### src/rtl/decode_ctrl_pipe.sv
// Decode-stage register-read control: read-port selects/addresses, load-use
// hazard detection, the D/X control pipeline register and a stall counter.
module decode_ctrl_pipe #(
    parameter int OPC_W   = 5,
    parameter int RA_W    = 5,
    parameter int RSTATUS = 30,
    parameter int RLINK   = 31,
    parameter int CNT_W   = 16
) (
    input  logic             clock,
    input  logic             reset_n,
    input  logic             insn_valid_d,
    input  logic [OPC_W-1:0] opcode_d,
    input  logic [RA_W-1:0]  rd_d,
    input  logic [RA_W-1:0]  rs_d,
    input  logic [RA_W-1:0]  rt_d,
    input  logic             stall_ext,
    input  logic             flush,
    output logic             regfile_s1,
    output logic             regfile_s2,
    output logic [RA_W-1:0]  raddr_a,
    output logic [RA_W-1:0]  raddr_b,
    output logic             stall_d,
    output logic             valid_x,
    output logic             wen_x,
    output logic [RA_W-1:0]  dest_x,
    output logic             load_x,
    output logic [CNT_W-1:0] stall_cnt
);

    localparam logic [OPC_W-1:0] OP_RTYPE = OPC_W'(0);
    localparam logic [OPC_W-1:0] OP_J     = OPC_W'(1);
    localparam logic [OPC_W-1:0] OP_BNE   = OPC_W'(2);
    localparam logic [OPC_W-1:0] OP_JAL   = OPC_W'(3);
    localparam logic [OPC_W-1:0] OP_JR    = OPC_W'(4);
    localparam logic [OPC_W-1:0] OP_ADDI  = OPC_W'(5);
    localparam logic [OPC_W-1:0] OP_BLT   = OPC_W'(6);
    localparam logic [OPC_W-1:0] OP_SW    = OPC_W'(7);
    localparam logic [OPC_W-1:0] OP_LW    = OPC_W'(8);
    localparam logic [OPC_W-1:0] OP_SETX  = OPC_W'(21);
    localparam logic [OPC_W-1:0] OP_BEX   = OPC_W'(22);

    localparam logic [RA_W-1:0]  A_STATUS = RA_W'(RSTATUS);
    localparam logic [RA_W-1:0]  A_LINK   = RA_W'(RLINK);
    localparam logic [CNT_W-1:0] CNT_MAX  = {CNT_W{1'b1}};

    logic             w_use_a;
    logic             w_use_b;
    logic             w_sel_a;
    logic             w_sel_b;
    logic             w_wen_op;
    logic [RA_W-1:0]  w_dest_raw;
    logic [RA_W-1:0]  w_dest;
    logic             w_wen;
    logic             w_load;
    logic [RA_W-1:0]  w_raddr_a;
    logic [RA_W-1:0]  w_raddr_b;
    logic             w_hit_a;
    logic             w_hit_b;
    logic             w_stall;

    logic             r_valid_x;
    logic             r_wen_x;
    logic [RA_W-1:0]  r_dest_x;
    logic             r_load_x;
    logic [CNT_W-1:0] r_stall_cnt;

    always_comb begin
        w_use_a    = 1'b0;
        w_use_b    = 1'b0;
        w_sel_a    = 1'b0;
        w_sel_b    = 1'b0;
        w_wen_op   = 1'b0;
        w_dest_raw = rd_d;
        unique case (opcode_d)
            OP_RTYPE: begin w_use_a = 1'b1; w_use_b = 1'b1; w_wen_op = 1'b1; end
            OP_J:     ;
            OP_BNE:   begin w_use_a = 1'b1; w_use_b = 1'b1; w_sel_b = 1'b1; end
            OP_JAL:   begin w_wen_op = 1'b1; w_dest_raw = A_LINK; end
            OP_JR:    begin w_use_b = 1'b1; w_sel_b = 1'b1; end
            OP_ADDI:  begin w_use_a = 1'b1; w_wen_op = 1'b1; end
            OP_BLT:   begin w_use_a = 1'b1; w_use_b = 1'b1; w_sel_b = 1'b1; end
            OP_SW:    begin w_use_a = 1'b1; w_use_b = 1'b1; w_sel_b = 1'b1; end
            OP_LW:    begin w_use_a = 1'b1; w_wen_op = 1'b1; end
            OP_SETX:  begin w_wen_op = 1'b1; w_dest_raw = A_STATUS; end
            OP_BEX:   begin w_use_a = 1'b1; w_sel_a = 1'b1; end
            default:  ;
        endcase
    end

    assign w_raddr_a = w_sel_a ? A_STATUS : rs_d;
    assign w_raddr_b = w_sel_b ? rd_d : rt_d;

    // r0 is never a real destination, so it never causes a write or a hazard.
    assign w_dest = (w_dest_raw == '0) ? '0 : w_dest_raw;
    assign w_wen  = insn_valid_d & w_wen_op & (w_dest != '0);
    assign w_load = insn_valid_d & (opcode_d == OP_LW);

    assign w_hit_a = w_use_a & (w_raddr_a == r_dest_x);
    assign w_hit_b = w_use_b & (w_raddr_b == r_dest_x);
    assign w_stall = ~flush & insn_valid_d & r_valid_x & r_load_x
                   & (r_dest_x != '0) & (w_hit_a | w_hit_b);

    always_ff @(posedge clock or negedge reset_n) begin
        if (!reset_n) begin
            r_valid_x <= 1'b0;
            r_wen_x   <= 1'b0;
            r_dest_x  <= '0;
            r_load_x  <= 1'b0;
        end else if (flush || (!stall_ext && w_stall)) begin
            r_valid_x <= 1'b0;
            r_wen_x   <= 1'b0;
            r_dest_x  <= '0;
            r_load_x  <= 1'b0;
        end else if (!stall_ext) begin
            r_valid_x <= insn_valid_d;
            r_wen_x   <= w_wen;
            r_dest_x  <= w_dest;
            r_load_x  <= w_load;
        end
    end

    // Counts only cycles the stall actually costs; a downstream hold masks it.
    always_ff @(posedge clock or negedge reset_n) begin
        if (!reset_n) begin
            r_stall_cnt <= '0;
        end else if (w_stall && !stall_ext && (r_stall_cnt != CNT_MAX)) begin
            r_stall_cnt <= r_stall_cnt + 1'b1;
        end
    end

    assign regfile_s1 = w_sel_a;
    assign regfile_s2 = w_sel_b;
    assign raddr_a    = w_raddr_a;
    assign raddr_b    = w_raddr_b;
    assign stall_d    = w_stall;
    assign valid_x    = r_valid_x;
    assign wen_x      = r_wen_x;
    assign dest_x     = r_dest_x;
    assign load_x     = r_load_x;
    assign stall_cnt  = r_stall_cnt;

endmodule

### config.mk
export PLATFORM = sky130hd
export DESIGN_NAME = decode_ctrl_pipe
export DESIGN_NICKNAME = d
export VERILOG_FILES = /design/src/rtl/decode_ctrl_pipe.sv
export SDC_FILE = /design/constraint.sdc
export NUM_CORES = 1
export LEC_CHECK = 0
export ABC_AREA = 1
export BUFFER_PORTS_ARGS = -buffer_cell sky130_fd_sc_hd__buf_2
export CAP_MARGIN = 20
export CORE_ASPECT_RATIO = 0.75
export CORE_MARGIN = 2
export CORE_UTILIZATION = 51
export DETAILED_ROUTE_END_ITERATION = 10
export GPL_TIMING_DRIVEN = 0
export PLACE_DENSITY_LB_ADDON = 0.1
export SYNTH_ARGS = -nofsm -noshare
export SYNTH_HDL_FRONTEND = slang
export SYNTH_SLANG_ARGS = --single-unit
### constraint.sdc
create_clock -name clock -period 1.9 [get_ports clock]
set_clock_uncertainty 0.05 [all_clocks]
set_input_delay 0.19 -clock clock [delete_from_list [all_inputs] [get_ports clock]]
set_output_delay 0.19 -clock clock [all_outputs]
set_load 0.02 [all_outputs]
# Word-level counts from Yosys, hierarchy flattened
# Cells that the tools add are included.
[totals] reg_bits=24 output_inout_bits=37
[op_classes] add_sub_neg=1 n_eq_ne=13 n_mux=17 n_bitwise=12 reduce_logical=12
[ops] cell="two-way mux 5 bit" n=5
[ops] cell="equality test 5 x 3 -> 1 bit (second input constant)" n=4
[ops] cell="adder 16 x 1 -> 16 bit (second input constant)" n=1
[ops] cell="!= test 16 bit (second input constant)" n=1
[ops] cell="two-way mux 1 bit" n=11
[ops] cell="bitwise AND 1 bit" n=10
[ops] cell="equality test 5 x 2 -> 1 bit (second input constant)" n=2
[ops] cell="equality test 5 bit" n=2
[ops] cell="equality test 5 bit (second input constant)" n=2
[ops] cell="logical NOT 5 bit" n=2
[ops] cell="case mux 5 bit (2 select lines)" n=1
[ops] cell="nonzero test 5 bit" n=2
[ops] cell="OR reduction 5 bit" n=2
[ops] cell="OR reduction 7 bit" n=1
[ops] cell="equality test 5 x 4 -> 1 bit (second input constant)" n=1
[ops] cell="OR reduction 4 bit" n=1
[ops] cell="logical AND 1 bit" n=2
[ops] cell="!= test 2 x 1 -> 1 bit (second input constant)" n=1
[ops] cell="logical NOT 1 bit" n=1
[ops] cell="logical OR 1 bit" n=1
[ops] cell="inverter 1 bit" n=1
[ops] cell="bitwise OR 1 bit" n=1

# Logic depth before layout (Yosys ltp)
[logic_depth] ltp_word=11 ltp_mapped=16 ltp_nobuf=15

# Worst setup path before layout
# OpenSTA, ideal clock, no wires.
[synth_timing] kind="input port to flip-flop" startpoint="in opcode_d[1]" endpoint="reg r_stall_cnt[3], in the netlist stall_cnt[3]" t_arrival_ns=1.728 setup_slack_ns=0.004 path_stages=13 n_path_buf=1 path_cell_list="nor2_1 > nand3_4 > nand3_4 > nand2_1 > nand2_1 > nor2_1 > nor2_1 > nand3_2 > nand2_2 > nand4_4 > buf_4 > nand2_1 > nand2_1"
[synth_between] elab_chain_cells=10 elab_cells_between_ends=25
[synth_lines] element="start: declaration" line="13" text="input logic [OPC_W-1:0] opcode_d,"
[synth_lines] element="equality test 5 x 3 -> 1 bit or equality test 5 x 2 -> 1 bit (tied branches)" line="75" text="unique case (opcode_d)"
[synth_lines] element="OR reduction 4 bit (no source line) *"
[synth_lines] element="two-way mux 1 bit *" line="75"
[synth_lines] element="via regfile_s2" line="20" text="output logic regfile_s2,"
[synth_lines] element="two-way mux 5 bit *" line="92" text="assign w_raddr_b = w_sel_b ? rd_d : rt_d;"
[synth_lines] element="via raddr_b[1]" line="22" text="output logic [RA_W-1:0] raddr_b,"
[synth_lines] element="equality test 5 bit *" line="100" text="assign w_hit_b = w_use_b & (w_raddr_b == r_dest_x);"
[synth_lines] element="bitwise AND 1 bit *" line="100"
[synth_lines] element="bitwise OR 1 bit *" line="102" text="& (r_dest_x != '0) & (w_hit_a | w_hit_b);"
[synth_lines] element="bitwise AND 1 bit *" line="102"
[synth_lines] element="logical AND 1 bit * (2 in a row)" line="127" text="end else if (w_stall && !stall_ext && (r_stall_cnt != CNT_MAX)) begin"
[synth_lines] element="end signal: assignment" line="128" text="r_stall_cnt <= r_stall_cnt + 1'b1;"
[synth_lines] element="end: declaration" line="66" text="logic [CNT_W-1:0] r_stall_cnt;"
# The timed path passes the listed nets; every way through them passes the cells marked *.
# A chain may end at the register's enable or synchronous reset.

# Worst setup path after layout
[layout_timing] startpoint="in opcode_d[0]" endpoint="out stall_d"
[layout_between] elab_chain_cells=8 elab_cells_between_ends=23
[layout_lines] element="equality test 5 x 3 -> 1 bit or equality test 5 x 2 -> 1 bit (tied branches)" line="75"
[layout_lines] element="OR reduction 4 bit (no source line)"
[layout_lines] element="two-way mux 1 bit" line="75"
[layout_lines] element="two-way mux 5 bit" line="92"
[layout_lines] element="equality test 5 bit" line="100"
[layout_lines] element="bitwise AND 1 bit" line="100"
[layout_lines] element="bitwise OR 1 bit *" line="102"
[layout_lines] element="bitwise AND 1 bit *" line="102"
[layout_lines] element="end: declaration" line="23" text="output logic stall_d,"
# Mark *: on every way between the ends. The rest lies on a longest branch, timed or not.

==> flow_summary.ini <==
[placement]
finalWeightedCongestion = 0.965
place_ws_ps = -293
detailedPlacementHpwl_mm = 4.00
buffer_ports.inserted = 61
placedInstanceArea_sq_um = 2320

[power]
p_total_uw = 1150
leakagePower_uw = 0.00152
fraction_of_power_consumed_by_sequential_logic_pct = 46.0
pwr-share-clk_pct = 26.4
internal_power_uw = 779
comb_power_share_pct = 27.6
power_switching_share_pct = 32.3
power_density_nw_per_um2 = 413
vdd_drop_max_mv = 0.340
power.switching_uw = 371

[routing]
drtIter0Drc = 297
routed_wl_mm = 6.38
wl_per_cell_um = 14.8
drc = 0
antenna_left = 0
via_per_inst = 5.55
vias = 2394
drt_pass1_iterations = 5

[sta]
timing.setup.tns_ps = -43.8
clock.fmax_mhz = 514
rsz0062_at_grt = yes
worst_slack_ps = -43.8
hold-worst-slack_ps = 183
setup_violations = 1
timing.final.crit_share_pct = 102
timing.slew.headroom_pct = 63.0
timing_hold_violations_final = 0
final-max-slew-violation-count = 0
finalWorstPathRequiredPeriod_ps = 1940
worst_slew_pin_slew_ps = 555

[setup_path]
ff2ff_path_depth = 9
worst-r2r-setup-slack_ps = 90
reg2reg_from = stall_cnt[0]
critical_path.n_buffers_inverters = 5
critical_path.startpoint_type = input port
path_cells = buf_4 -> nor2_4 -> nand3_4 -> buf_6 -> buf_4 -> nand4_1 -> nand2_1 -> nor2_2 -> nor2_2 -> nand3_2 -> a21oi_4 -> buf_6 -> buf_6
crit_path_frequent_cell = sky130_fd_sc_hd__buf_6
critical-path-slowest-cell = sky130_fd_sc_hd__buf_6
max_stage_delay_ps = 180
critical_path.max_fanout = 7
worst_r2r_endpoint = stall_cnt[10]
cp_data_required_time_ps = 1660
worst_path_dominant_cell_family = simple AND/OR/NAND/NOR gates
timing.critical_path.to_type = primary output
arrival_ps = 1700
worst-path-stages = 13
setup.worst_path.class = input port to primary output

[floorplanning]
x_dimension_of_the_die_um = 75.4
placeableCoreArea_sq_um = 3660
floorplan.die_area_sq_um = 4340
io_pins = 62
die-height_um = 57.6
initial_cell_density_of_the_core_pct = 53.3
std_cell_rows = 19

[yosys]
postSynthNetCount = 312
number_of_storage_elements_in_the_synthesis_netlist = 24
synth_common_cells = sky130_fd_sc_hd__nand2_1, sky130_fd_sc_hd__inv_1, sky130_fd_sc_hd__nand4_1
ys.warnings.count = 0
syn_area_per_cell_sq_um = 6.82
synth_edf_count = 0
synthCells = 286
asyncSetResetFlopFracSynth_pct = 100
post_synth_main_area_contributors = sky130_fd_sc_hd__dfrtp_1, sky130_fd_sc_hd__nand2_1, sky130_fd_sc_hd__nand4_1, sky130_fd_sc_hd__inv_1, sky130_fd_sc_hd__nand3_1
yosysTopAreaCellShare_pct = 30.8
top_count_cell_post_synth = sky130_fd_sc_hd__nand2_1
postSynth.topFlopCell = sky130_fd_sc_hd__dfrtp_1
synth.cell_area_sq_um = 1950
synth_top_cell_by_area = sky130_fd_sc_hd__dfrtp_1
synth_seq_area_share_pct = 30.8
synthDistinctLibCells = 28

[global_route]
grt_start_max_net_pins = 25
antenna_found_initial = 0
grt.busiest_layer = met1
grt_util_met2_pct = 37.4
gr-usage-met1_pct = 47.8
groute.layer.met3.usage_pct = 7.07
gr-usage-all-layers_pct = 28.6
globalRouteOverflowTotal = 0
grt_first_pass_wirelength_mm = 9.44
vias_in_the_first_global_route = 1951

[worst_hold_path]
hold_path_end = load_x
hold_path_depth = 3
min-delay-path-class = input port to flip-flop
timing.hold.worst.start = opcode_d[3]

[layout]
layout-drive-gt1-share_pct = 37.5
final_net_count = 407
stdcell_area_sq_um = 2790
syn2layout_area_growth_pct = 42.8
fill_cells = 296
antennaDiodeCount = 0

[cts]
ctsRootBufferMaster = sky130_fd_sc_hd__clkbuf_8
clock_latency_ps = 260
clock_sink_count = 24
clock_tree_from_tritoncts = yes
numCtsBuffers = 3
cts_max_level = 1
clockBufferDepth = 2
clkSlewWorstSetupHoldPaths_ps = 80

[status]
status = complete, but fails checks
violations = setup timing

[flow_run]
max_cap_violations = 0
layout make-up:
| type | count | area [sq um] | area share (%) |
|---|---|---|---|
| Buffer | 5 | 38.8 | 1.39 |
| Multi-Input combinational cell | 222 | 1340 | 48.0 |
| Timing Repair Buffer | 87 | 541 | 19.4 |
| Clock buffer | 3 | 41.3 | 1.48 |
| Sequential cell | 24 | 604 | 21.7 |
| Inverter | 38 | 158 | 5.66 |
| Tap cell | 52 | 65.1 | 2.33 |
state kept, by name (all words and copies together) (netlist names):
signal / count
load_x: 1
valid_x: 1
stall_cnt: 16
dest_x: 5
wen_x: 1
cells in the final DEF (no fill, tap or decap), types with 2 or more instances in the layout:
cell type,count
sky130_fd_sc_hd__nand2_1,81
sky130_fd_sc_hd__buf_2,56
sky130_fd_sc_hd__inv_1,32
sky130_fd_sc_hd__nand4_1,32
sky130_fd_sc_hd__buf_4,25
sky130_fd_sc_hd__dfrtp_1,21
sky130_fd_sc_hd__nand3_1,18
sky130_fd_sc_hd__nor2_1,15
sky130_fd_sc_hd__nand2_2,13
sky130_fd_sc_hd__xor2_1,11
sky130_fd_sc_hd__buf_6,8
sky130_fd_sc_hd__xnor2_1,8
sky130_fd_sc_hd__nor2_4,5
sky130_fd_sc_hd__nor2_2,5
sky130_fd_sc_hd__nor3_1,5
sky130_fd_sc_hd__nand3_4,4
sky130_fd_sc_hd__nand3_2,4
sky130_fd_sc_hd__inv_4,3
sky130_fd_sc_hd__nand3b_1,3
sky130_fd_sc_hd__nor4_1,3
sky130_fd_sc_hd__clkbuf_8,3
sky130_fd_sc_hd__dfrtp_2,3
sky130_fd_sc_hd__inv_2,2
sky130_fd_sc_hd__nand2_8,2
sky130_fd_sc_hd__nand2_4,2
sky130_fd_sc_hd__o21ai_0,2
sky130_fd_sc_hd__o21ai_1,2
per-layer routing:
layer  wire length, um  up-vias
met1              2900     1101
met4                53        0
met2              2720      150
li1                  -     1137
met3               710        6
met5                 0        -
through the flow:
step | std cells | utilization, %
final | 431 | 76.1
after global routing | 431 | 76.1
after CTS | 416 | 70.1
after detailed placement | 399 | 63.4
after global placement | 399 | 63.4
after floorplan | 286 | -
how the worst max path moves through the flow:
stage                 from           end
2_1_floorplan  opcode_d[1]  stall_cnt[3]
3_3_place_gp   opcode_d[1]       stall_d
3_5_place_dp   opcode_d[1]       stall_d
4_1_cts        opcode_d[4]       stall_d
5_1_grt        opcode_d[0]       stall_d
6_report       opcode_d[0]       stall_d
tightest hold or removal path, stage by stage:
cell,delay [ps]
sky130_fd_sc_hd__buf_6,110
sky130_fd_sc_hd__nand3_1,90
sky130_fd_sc_hd__o21ai_1,80
logic make-up (layout without fill, tap and decap cells):
| group | after synthesis | in the layout | share of synthesized area [%] |
|---|---|---|---|
| compound gates | 7 | 7 | 2.63 |
| xor+xnor | 19 | 19 | 8.53 |
| flops | 24 | 24 | 30.8 |
| simple gates | 192 | 195 | 48.5 |
| buf+inv | 43 | 133 | 8.97 |
| fa+ha+maj | 1 | 1 | 0.641 |
repair_timing:
| item | CTS | global route |
|---|---|---|
| pin swaps | 12 | 23 |
| buffers inserted | 10 | 15 |
| endpoints found under the hold margin | 24 | 0 |
| cloned | 3 | 0 |
| endpoints found under the setup margin | 12 | 13 |
| hold buffers | 1 | 0 |
| resized for setup | 27 | 38 |
power by group through the flow:
stage                     combinational [uW]  clock [uW]  sequential [uW]
after detailed placement                 237           0              540
after global placement                   234           0              540
after global routing                     343         335              530
after CTS                                267         302              530
after floorplan                          136           0              548
final                                    317         304              529
Note: power is estimated with default switching activity, not from simulation.
